==> src/rtl/bch_pkg.sv <==
// Shared BCH definitions: code select encodings, field sizes, code lengths,
// primitive polynomials, syndrome FSM states and a multiply-by-alpha helper.
package bch_pkg;

    typedef enum logic [1:0] {
        CODE_63   = 2'b00,
        CODE_255  = 2'b01,
        CODE_1023 = 2'b10,
        CODE_RSVD = 2'b11
    } code_t;

    localparam int unsigned M_63   = 6;
    localparam int unsigned M_255  = 8;
    localparam int unsigned M_1023 = 10;
    localparam int unsigned M_MAX  = 10;

    localparam int unsigned N_63   = 63;
    localparam int unsigned N_255  = 255;
    localparam int unsigned N_1023 = 1023;

    // Full polynomials including the x^m term
    localparam logic [10:0] POLY_63   = 11'h043;
    localparam logic [10:0] POLY_255  = 11'h11D;
    localparam logic [10:0] POLY_1023 = 11'h409;

    typedef enum logic [1:0] {
        ST_IDLE  = 2'd0,
        ST_ACCUM = 2'd1,
        ST_DONE  = 2'd2
    } state_t;

    // Multiply a field element by alpha; operands are LSB-aligned in M_MAX bits
    function automatic logic [M_MAX-1:0] gf_mul_alpha(code_t code, logic [M_MAX-1:0] a);
        logic [M_MAX-1:0] y;
        case (code)
            CODE_63:  y = {4'b0, a[4:0], 1'b0} ^ (a[5] ? {4'b0, POLY_63[5:0]} : 10'd0);
            CODE_255: y = {2'b0, a[6:0], 1'b0} ^ (a[7] ? {2'b0, POLY_255[7:0]} : 10'd0);
            default:  y = {a[8:0], 1'b0} ^ (a[9] ? POLY_1023[9:0] : 10'd0);
        endcase
        return y;
    endfunction

    function automatic logic [9:0] last_idx(code_t code);
        logic [9:0] n;
        case (code)
            CODE_63:  n = 10'(N_63 - 1);
            CODE_255: n = 10'(N_255 - 1);
            default:  n = 10'(N_1023 - 1);
        endcase
        return n;
    endfunction

endpackage

==> src/rtl/gf_mul_alpha_const.sv <==
// Combinational multiply by the constant alpha^J in the field chosen by i_code.
module gf_mul_alpha_const
    import bch_pkg::*;
#(
    parameter int J = 1
) (
    input  code_t            i_code,
    input  logic [M_MAX-1:0] i_a,
    output logic [M_MAX-1:0] o_y
);

    logic [M_MAX-1:0] acc;

    always_comb begin
        acc = i_a;
        for (int k = 0; k < J; k++) begin
            acc = gf_mul_alpha(i_code, acc);
        end
    end

    assign o_y = acc;

endmodule

==> src/rtl/syndrome_calc.sv <==
// Serial BCH syndrome calculator (Horner's rule, one hard bit per cycle).
// Optional macro SYND_ZERO_FLAG_EN builds the all-syndromes-zero flag on o_zero.
module syndrome_calc
    import bch_pkg::*;
#(
    parameter int NUM_SYND = 8
) (
    input  logic       i_clk,
    input  logic       i_rst_n,
    input  logic [1:0] i_code,
    input  logic       i_start,
    input  logic       i_bit,
    input  logic       i_bit_valid,
    output logic       o_busy,
    output logic [9:0] o_S1,
    output logic [9:0] o_S2,
    output logic [9:0] o_S3,
    output logic [9:0] o_S4,
    output logic [9:0] o_S5,
    output logic [9:0] o_S6,
    output logic [9:0] o_S7,
    output logic [9:0] o_S8,
    output logic       o_valid,
    output logic       o_zero,
    output logic [1:0] o_dbg_state
);

    // i_bit_valid has no ready: a bit is taken on every cycle it is high while
    // in ACCUM, or alongside an accepted i_start (then it is r(n-1)).

    state_t     state_q, state_d;
    code_t      code_q, code_d;
    logic [9:0] cnt_q, cnt_d;
    logic [9:0] synd_q [8];
    logic [9:0] synd_d [8];
    logic [9:0] mul_out [8];
    logic       start_ok;
    logic       wide_en;

    assign start_ok = i_start && (code_t'(i_code) != CODE_RSVD);
    assign wide_en  = (code_q == CODE_1023);

    for (genvar g = 0; g < 8; g++) begin : g_synd
        if (g < NUM_SYND) begin : g_on
            gf_mul_alpha_const #(.J(g + 1)) u_mul (
                .i_code (code_q),
                .i_a    (synd_q[g]),
                .o_y    (mul_out[g])
            );
        end else begin : g_off
            assign mul_out[g] = '0;
        end
    end

    always_comb begin
        state_d = state_q;
        code_d  = code_q;
        cnt_d   = cnt_q;
        synd_d  = synd_q;
        if (start_ok) begin
            state_d = ST_ACCUM;
            code_d  = code_t'(i_code);
            cnt_d   = i_bit_valid ? 10'd1 : 10'd0;
            // Cleared registers make the first Horner step just the bit itself
            for (int j = 0; j < 8; j++) begin
                synd_d[j] = (j < NUM_SYND) ? {9'b0, i_bit_valid & i_bit} : 10'd0;
            end
        end else begin
            case (state_q)
                ST_ACCUM: begin
                    if (i_bit_valid) begin
                        for (int j = 0; j < 8; j++) begin
                            if (j < NUM_SYND) synd_d[j] = mul_out[j] ^ {9'b0, i_bit};
                        end
                        if (cnt_q == last_idx(code_q)) begin
                            state_d = ST_DONE;
                            cnt_d   = '0;
                        end else begin
                            cnt_d = cnt_q + 10'd1;
                        end
                    end
                end
                ST_DONE: state_d = ST_IDLE;
                default: state_d = ST_IDLE;
            endcase
        end
    end

    always_ff @(posedge i_clk or negedge i_rst_n) begin
        if (!i_rst_n) begin
            state_q <= ST_IDLE;
            code_q  <= CODE_63;
            cnt_q   <= '0;
            for (int j = 0; j < 8; j++) synd_q[j] <= '0;
        end else begin
            state_q <= state_d;
            code_q  <= code_d;
            cnt_q   <= cnt_d;
            for (int j = 0; j < 8; j++) synd_q[j] <= synd_d[j];
        end
    end

    assign o_busy      = (state_q == ST_ACCUM);
    assign o_valid     = (state_q == ST_DONE);
    assign o_dbg_state = state_q;

    assign o_S1 = synd_q[0];
    assign o_S2 = synd_q[1];
    assign o_S3 = synd_q[2];
    assign o_S4 = synd_q[3];
    // The short codes only define S1..S4
    assign o_S5 = wide_en ? synd_q[4] : 10'd0;
    assign o_S6 = wide_en ? synd_q[5] : 10'd0;
    assign o_S7 = wide_en ? synd_q[6] : 10'd0;
    assign o_S8 = wide_en ? synd_q[7] : 10'd0;

`ifdef SYND_ZERO_FLAG_EN
    logic all_zero;

    always_comb begin
        all_zero = 1'b1;
        for (int j = 0; j < 8; j++) begin
            if ((j < 4 || wide_en) && synd_q[j] != 10'd0) all_zero = 1'b0;
        end
    end

    assign o_zero = o_valid && all_zero;
`else
    assign o_zero = 1'b0;
`endif

endmodule

==> config.mk <==
export PLATFORM = sky130hd
export DESIGN_NAME = syndrome_calc
export DESIGN_NICKNAME = d
export VERILOG_FILES = /design/src/rtl/bch_pkg.sv /design/src/rtl/gf_mul_alpha_const.sv /design/src/rtl/syndrome_calc.sv
export SDC_FILE = /design/constraint.sdc
export NUM_CORES = 1
export LEC_CHECK = 0
export ABC_AREA = 1
export CORE_UTILIZATION = 35
export DETAILED_ROUTE_END_ITERATION = 6
export PLACE_DENSITY_LB_ADDON = 0.15
export RECOVER_POWER = 25
export SYNTH_ARGS = -nofsm -noshare
export SYNTH_HDL_FRONTEND = slang
export SYNTH_SLANG_ARGS = --single-unit
==> constraint.sdc <==
create_clock -name i_clk -period 1.8 [get_ports i_clk]
set_input_delay 0.36 -clock i_clk [delete_from_list [all_inputs] [get_ports i_clk]]
set_output_delay 0.36 -clock i_clk [all_outputs]
set_load 0.02 [all_outputs]
Yosys cells after proc, flatten, opt, wreduce, memory -nomap -nowiden
Cells that the tools add are included.
Storage, ports and cells
  flip-flop bits (word level): 94
  input port bits: 7
  output and inout bits: 85
  logic and storage cells: 307
Operators by class
  add/sub/neg operators: 1
  equality and inequality tests: 8
  muxes and demuxes: 164
  bitwise gates (word level): 117
  reductions and logical operators: 6
Operators by type and width (number)
  10-bit one-hot mux with 2 select lines: 37
  10-bit bitwise XOR: 36
  6-bit by 10-bit bitwise XOR with 10-bit output: 36
  8-bit by 10-bit bitwise XOR with 10-bit output: 36
  80-bit 2-to-1 mux: 3
  5-bit 2-to-1 mux: 36
  4-bit 2-to-1 mux: 36
  10-bit 2-to-1 mux: 11
  2-bit 2-to-1 mux: 40
  10-bit by 1-bit bitwise XOR with 10-bit output: 8
  10-bit by 1-bit adder with 10-bit output (second input constant): 1
  10-bit == test: 1
  2-bit by 1-bit == test with 1-bit output (second input constant): 2
  2-bit == test (second input constant): 2
  2-bit AND reduction: 2
  2-bit nonzero test: 2
  3-bit by 1-bit != test with 1-bit output (second input constant): 1
  3-bit by 2-bit != test with 1-bit output (second input constant): 1
  2-bit logical NOT: 1
  2-bit != test (second input constant): 1
  1-bit bitwise AND: 1
  1-bit logical AND: 1
  1-bit 2-to-1 mux: 1

Logic depth before layout (Yosys ltp)
  depth in word-level cells: 28
  gate-level depth with buffers: 17
  gate-level depth less buffers: 16

By module
From an unflattened synthesis, not the netlist that was laid out.
Unflattened totals
  cell total of the unflattened synthesis: 1266
  area total of the unflattened synthesis: 8564.5 um^2
Modules (own cells, without submodules)
  syndrome_calc: instances 1, cells each 475, area each 4446.8 um^2, seq. area each 2352.3 um^2
  gf_mul_alpha_const (g_synd[7].g_on.u_mul): instances 1, cells each 169, area each 970.9 um^2, seq. area each 0.0 um^2
  gf_mul_alpha_const (g_synd[6].g_on.u_mul): instances 1, cells each 140, area each 733.2 um^2, seq. area each 0.0 um^2
  gf_mul_alpha_const (g_synd[5].g_on.u_mul): instances 1, cells each 136, area each 710.7 um^2, seq. area each 0.0 um^2
  gf_mul_alpha_const (g_synd[3].g_on.u_mul): instances 1, cells each 94, area each 488.0 um^2, seq. area each 0.0 um^2
  gf_mul_alpha_const (g_synd[4].g_on.u_mul): instances 1, cells each 101, area each 483.0 um^2, seq. area each 0.0 um^2
  gf_mul_alpha_const (g_synd[2].g_on.u_mul): instances 1, cells each 64, area each 334.1 um^2, seq. area each 0.0 um^2
  gf_mul_alpha_const (g_synd[1].g_on.u_mul): instances 1, cells each 54, area each 240.2 um^2, seq. area each 0.0 um^2
  gf_mul_alpha_const (g_synd[0].g_on.u_mul): instances 1, cells each 33, area each 157.7 um^2, seq. area each 0.0 um^2

Least setup slack after synthesis
Ideal clock, no wire load.
  kind: reg-to-output
  start point: register code_q[1]
  end point: output port o_S7[1]
  arrival: 1748 ps
  required time: 1440 ps
  setup slack: -308 ps
  stages on the path, launching flop included: 9
  buffers on the path: 6
  path through: dfrtp_1 > buf_6 > buf_2 > buf_2 > buf_2 > nand2_1 > clkbuf_1 > buf_2 > nor2_1
On the way
  longest elaborated chain between the ends: 2
Ends and longest elaborated chain
  from (decl): RTL line syndrome_calc.sv:32  | code_t code_q, code_d;
  from (signal assigned): RTL line syndrome_calc.sv:97  | code_q <= code_d;
  2-bit == test: RTL line syndrome_calc.sv:41  | assign wide_en = (code_q == CODE_1023);
  10-bit 2-to-1 mux: RTL line syndrome_calc.sv:114  | assign o_S7 = wide_en ? synd_q[6] : 10'd0;
  to (decl): RTL line syndrome_calc.sv:21  | output logic [9:0] o_S7,
Every way passes these cells.

Final worst setup path
  start point: register code_q[1]
  end point: register synd_q[2] (netlist name)
On the way
  longest elaborated chain between the ends: 22
  elaborated cells on any way between the ends: 47
  those cells by class: 1 x eq/ne; 23 x mux; 22 x bitwise; 1 x reduce/logical
Ends and longest elaborated chain
  2-bit by 1-bit == test with 1-bit output / 2-bit logical NOT (equally long branches): RTL line bch_pkg.sv:35  | case (code)
  10-bit one-hot mux with 2 select lines: RTL line bch_pkg.sv:35
  5-bit 2-to-1 mux, or another cell as far along: RTL line bch_pkg.sv:37  | CODE_255: y = {2'b0, a[6:0], 1'b0} ^ (a[7] ? {2'b0, POLY_255[7:0]} : 10'd0);
  8-bit by 10-bit bitwise XOR with 10-bit output, or another cell as far along: RTL line bch_pkg.sv:37
  10-bit one-hot mux with 2 select lines, or another cell as far along: RTL line bch_pkg.sv:35
  10-bit bitwise XOR, or another cell as far along: RTL line bch_pkg.sv:38  | default: y = {a[8:0], 1'b0} ^ (a[9] ? POLY_1023[9:0] : 10'd0);
  10-bit one-hot mux with 2 select lines, or another cell as far along: RTL line bch_pkg.sv:35
  10-bit bitwise XOR, or another cell as far along: RTL line bch_pkg.sv:38
  [6 not listed]
  10-bit bitwise XOR, or another cell as far along: RTL line bch_pkg.sv:38
  10-bit one-hot mux with 2 select lines / 5-bit 2-to-1 mux (equally long branches): RTL line bch_pkg.sv:35, bch_pkg.sv:37
  10-bit bitwise XOR, or another cell as far along: RTL line bch_pkg.sv:38
  10-bit one-hot mux with 2 select lines (*): RTL line bch_pkg.sv:35
  10-bit by 1-bit bitwise XOR with 10-bit output (*): RTL line syndrome_calc.sv:73  | if (j < NUM_SYND) synd_d[j] = mul_out[j] ^ {9'b0, i_bit};
  80-bit 2-to-1 mux (*): RTL line syndrome_calc.sv:71  | if (i_bit_valid) begin
  80-bit 2-to-1 mux (*): RTL line syndrome_calc.sv:69  | case (state_q)
  80-bit 2-to-1 mux (*): RTL line syndrome_calc.sv:60  | if (start_ok) begin
  to (decl): RTL line syndrome_calc.sv:34  | logic [9:0] synd_q [8];
Every way passes the cells marked *; elsewhere a longest branch is shown, timed or not. The select of a mux whose other input is x is not followed.
A chain may end at the register's enable or synchronous reset.

==> flow_summary_export.csv <==
group,metric,value,unit
placement,pre_cts_slack,-277,ps
final_layout,fin_cells,1545,
min_path,min_path_type,"flip-flop to flip-flop",
clocking,cts-buffers-inserted,9,
sta,fmax,475,MHz
global_routing,grt_pass1_vias,7423,
run_status,outcome,"finished, violations left",
sta,finalCriticalPeriod,2100,ps
floorplan,die_w,142,microns
power_and_ir_drop,p_sw_frac,0.425,
power_and_ir_drop,combPwrFrac,0.523,
sta,max-slew-margin-rel,0.448,
route,avgRoutedWirePerCell,16.7,microns
floorplan,ioPinCount,92,
worst_setup_path,start_kind,"flip-flop",
worst_setup_path,cp.required,2050,ps
power_and_ir_drop,cellPowerDensity,910,nW/um^2
placement,dp_cells,1486,
worst_setup_path,critPathMaxFanout,7,
global_routing,gr-usage-all-layers,0.250,
worst_setup_path,cp.arrival,2350,ps
sta,hold_viol_final,0,
route,drtIter0Drc,585,
sta,fin_crit_sh,1.17,
yosys,yosys_warnings,0,
route,dr.pass1.iters,5,
sta,slew_violations,0,
placement,place_hpwl,17.5,mm
worst_setup_path,cp_slowest_cell,"dfrtp_2",
global_routing,grt_pass1_wl,39.2,mm
route,antenna_left,0,
global_routing,overflow,0,
sta,fin_skew,7.57,ps
yosys,ys_ff_latch,94,
worst_setup_path,crit_chain,"buf_6 -> inv_8 -> buf_8 -> nand4_1 -> nand2_1 -> nand2_2 -> nand3_2 -> nand2_2 -> nor2_4 -> nand2_2 -> nand2_1 -> nand2_2 -> nand3_2 -> nand2_1 -> nand2_1 -> nand2_1",
clocking,cts-root-buf,"clkbuf_16",
placement,port_buffers,90,
route,viasPerCell,5.17,
clocking,htree_levels,3,
yosys,yosysTopAreaCell,"dfrtp_1",
route,routed-via-count,7993,
yosys,synth_area_leaders,"dfrtp_1, nand2_1, inv_1, nand3_1, xor2_1",
yosys,netlist_area,6850,sq um
yosys,syn_avg_cell_area,6.64,sq um
flow_run,cap_viol_max_count,0,
yosys,synthesis.nets,1041,
floorplan,initial_utilization,0.361,
final_layout,area_delta_synth_final,61.7,%
floorplan,core,19000,sq um
floorplan,dieArea,20100,sq um
clocking,cts_buffer_depth,2,
yosys,ys_seq_area_frac,0.343,
global_routing,grt_max_degree,29,
worst_setup_path,crit_top_cell,"nand2_1",
yosys,yosys.cell_types.count,45,
worst_setup_path,crit_path_end_kind,"flip-flop",
global_routing,antenna_found_initial,0,
power_and_ir_drop,power,0.0101,W
yosys,synth_cells,1032,
placement,gp_congestion,0.909,
floorplan,die_h,142,microns
sta,finalWorstSetupSlack,-303,ps
power_and_ir_drop,vdd_ir_drop_max,0.000536,V
power_and_ir_drop,clkPwrFrac,0.197,
power_and_ir_drop,pwr-share-seq,0.279,
sta,worst_pin_slew,828,ps
worst_setup_path,path_buf_inv,3,
sta,rsz0062_at_grt,"yes",
clocking,path_clk_slew,70,ps
final_layout,nets,1290,
clocking,clock_latency,350,ps
final_layout,n_antenna_cell,0,
clocking,cts_tree,"done",
floorplan,row_count,50,
power_and_ir_drop,p_sw,0.00428,W
yosys,yosys.area.top_type_share,0.343,
route,drc,0,
worst_setup_path,path_delay_family,"simple AND/OR/NAND/NOR gates",
clocking,clkSinkCount,94,
sta,tns,-7240,ps
power_and_ir_drop,p_leak,5.23,nW
route,wl,25.9,mm
power_and_ir_drop,internal-power,0.00580,W
final_layout,final_layout_size_suffix_gt1_frac,0.360,
final_layout,final_util,0.584,
run_status,violations,"negative setup slack",
worst_setup_path,crit_type,"flip-flop to flip-flop",
worst_setup_path,max_stage_delay,450,ps
sta,setup_viol,80,
[cells in the final DEF (no fill, tap or decap), drive strengths merged, types with 2 or more instances in the layout]
cell and n:
nand3b 3, a31oi 2, nand4 10, inv 129, nand2 282, clkinv 4
or2 6, nand3 85, clkbuf 14, dlymetal6s2s 3, o21bai 2, a21oi 47
a22oi 8, o221ai 7, buf 230, o211ai 8, ha 2, o22ai 32
dfrtp 94, o21ai 89, xor2 48, nor2 103, xnor2 13, nor3 4
clkdlybuf4s50 41, dlygate4sd2 5
[power by group through the flow]
stage | registers (W) | logic (W) | clock network [W]
floorplan | 0.00274 | 0.00251 | 0
global placement | 0.00280 | 0.00410 | 0
detailed placement | 0.00279 | 0.00412 | 0
CTS | 0.00277 | 0.00454 | 0.00204
global route | 0.00286 | 0.00572 | 0.00212
finish | 0.00282 | 0.00528 | 0.00199
[metal layers]
metal / track usage / wire (microns) / share of wire
met1: 0.348 / 11600 / 0.45
met2: 0.406 / 12300 / 0.48
met3: 0.0354 / 1380 / 0.053
met4: 0.0668 / 571 / 0.022
met5: 0 / 0 / 0
[worst min-delay path, cell delays in order, from the launching register on]
cell     delay, ps
dfrtp_1        360
nand2_1         60
nand2_1         60
[kinds of logic (layout without fill, tap and decap cells)]
family	count (synthesis)	count (layout)	synth area share
buffers and inverters	175	428	0.105
and+or+nand+nor	496	496	0.300
xor gates and xnor gates	61	61	0.0780
other	1	1	0.000547
adders and majority gates	2	2	0.00365
DFF	94	94	0.343
AOI/OAI and AO/OA	203	203	0.169
[cell type report]
type                    instances  area (sq um)
flip-flops and latches         94          2350
fillers                      1682          7880
well taps                     260           325
repair buffers                285          2780
clock buffers                   9           225
multi-input cells             763          4830
inverters                     128           490
clock inverters                 6          70.1
[Yosys cell counts]
cell,instances
o31ai_1,1
dfrtp_1,94
or2_0,1
o21bai_1,2
nor3_1,4
o21ai_0,83
o21ai_1,6
and3_1,1
nand2_2,1
a2bb2oi_1,1
a31oi_1,2
xnor2_1,13
buf_6,3
nand3b_1,3
nor3b_1,1
a221oi_1,1
a21oi_1,47
nor2_2,4
a22o_1,1
nor2_4,1
a211oi_1,1
nand3_1,84
clkbuf_1,19
inv_1,124
o2bb2ai_1,1
clkinv_1,1
nand3_2,1
o32ai_1,1
ha_1,2
and2_1,1
nand2_1,281
buf_4,6
nand4_1,10
conb_1,1
xor2_1,48
o21a_1,1
inv_2,3
buf_1,4
o22ai_1,32
buf_2,15
a22oi_1,8
o211ai_1,8
nor2_1,98
o221ai_1,7
or2_2,5
[registers in the layout (all words and copies together), names as in the netlist]
| signal | flops |
|---|---|
| cnt_q | 10 |
| synd_q | 40 |
| o_S1 | 10 |
| code_q | 2 |
| o_dbg_state | 2 |
| o_S2 | 10 |
| o_S3 | 10 |
| o_S4 | 10 |
[path summary, 6_finish.rpt]
check                                        from                endpoint  slack, ps  cells past startpoint
min                        synd_q[31]$_DFFE_PN0P_  synd_q[31]$_DFFE_PN0P_        510                      2
max in group asynchronous                 i_rst_n     o_S2[4]$_DFFE_PN0P_        170                      3
max                         code_q[1]$_DFFE_PN0P_   synd_q[2]$_DFFE_PN0P_       -300                     16
min in group asynchronous                 i_rst_n  synd_q[12]$_DFFE_PN0P_        640                      2
max reg2reg                 code_q[1]$_DFFE_PN0P_   synd_q[2]$_DFFE_PN0P_       -300                     16
min reg2reg                synd_q[31]$_DFFE_PN0P_  synd_q[31]$_DFFE_PN0P_        510                      2
[stage by stage]
stage	area [sq um]	hold WS (ps)
final	11100	515
after global routing	11100	560
after CTS	10100	519
after detailed placement	9270	346
after global placement	9270	351
after floorplan	7050	64.4
[timing repair]
item | in CTS | in global routing
hold buffers | 1 | 0
cloned | 1 | 3
setup buffers | 21 | 20
hold endpoints to repair | 24 | 0
setup endpoints to repair | 92 | 105
pin swaps | 35 | 64
resized for setup | 329 | 227
(Power assumes the default switching activity.)
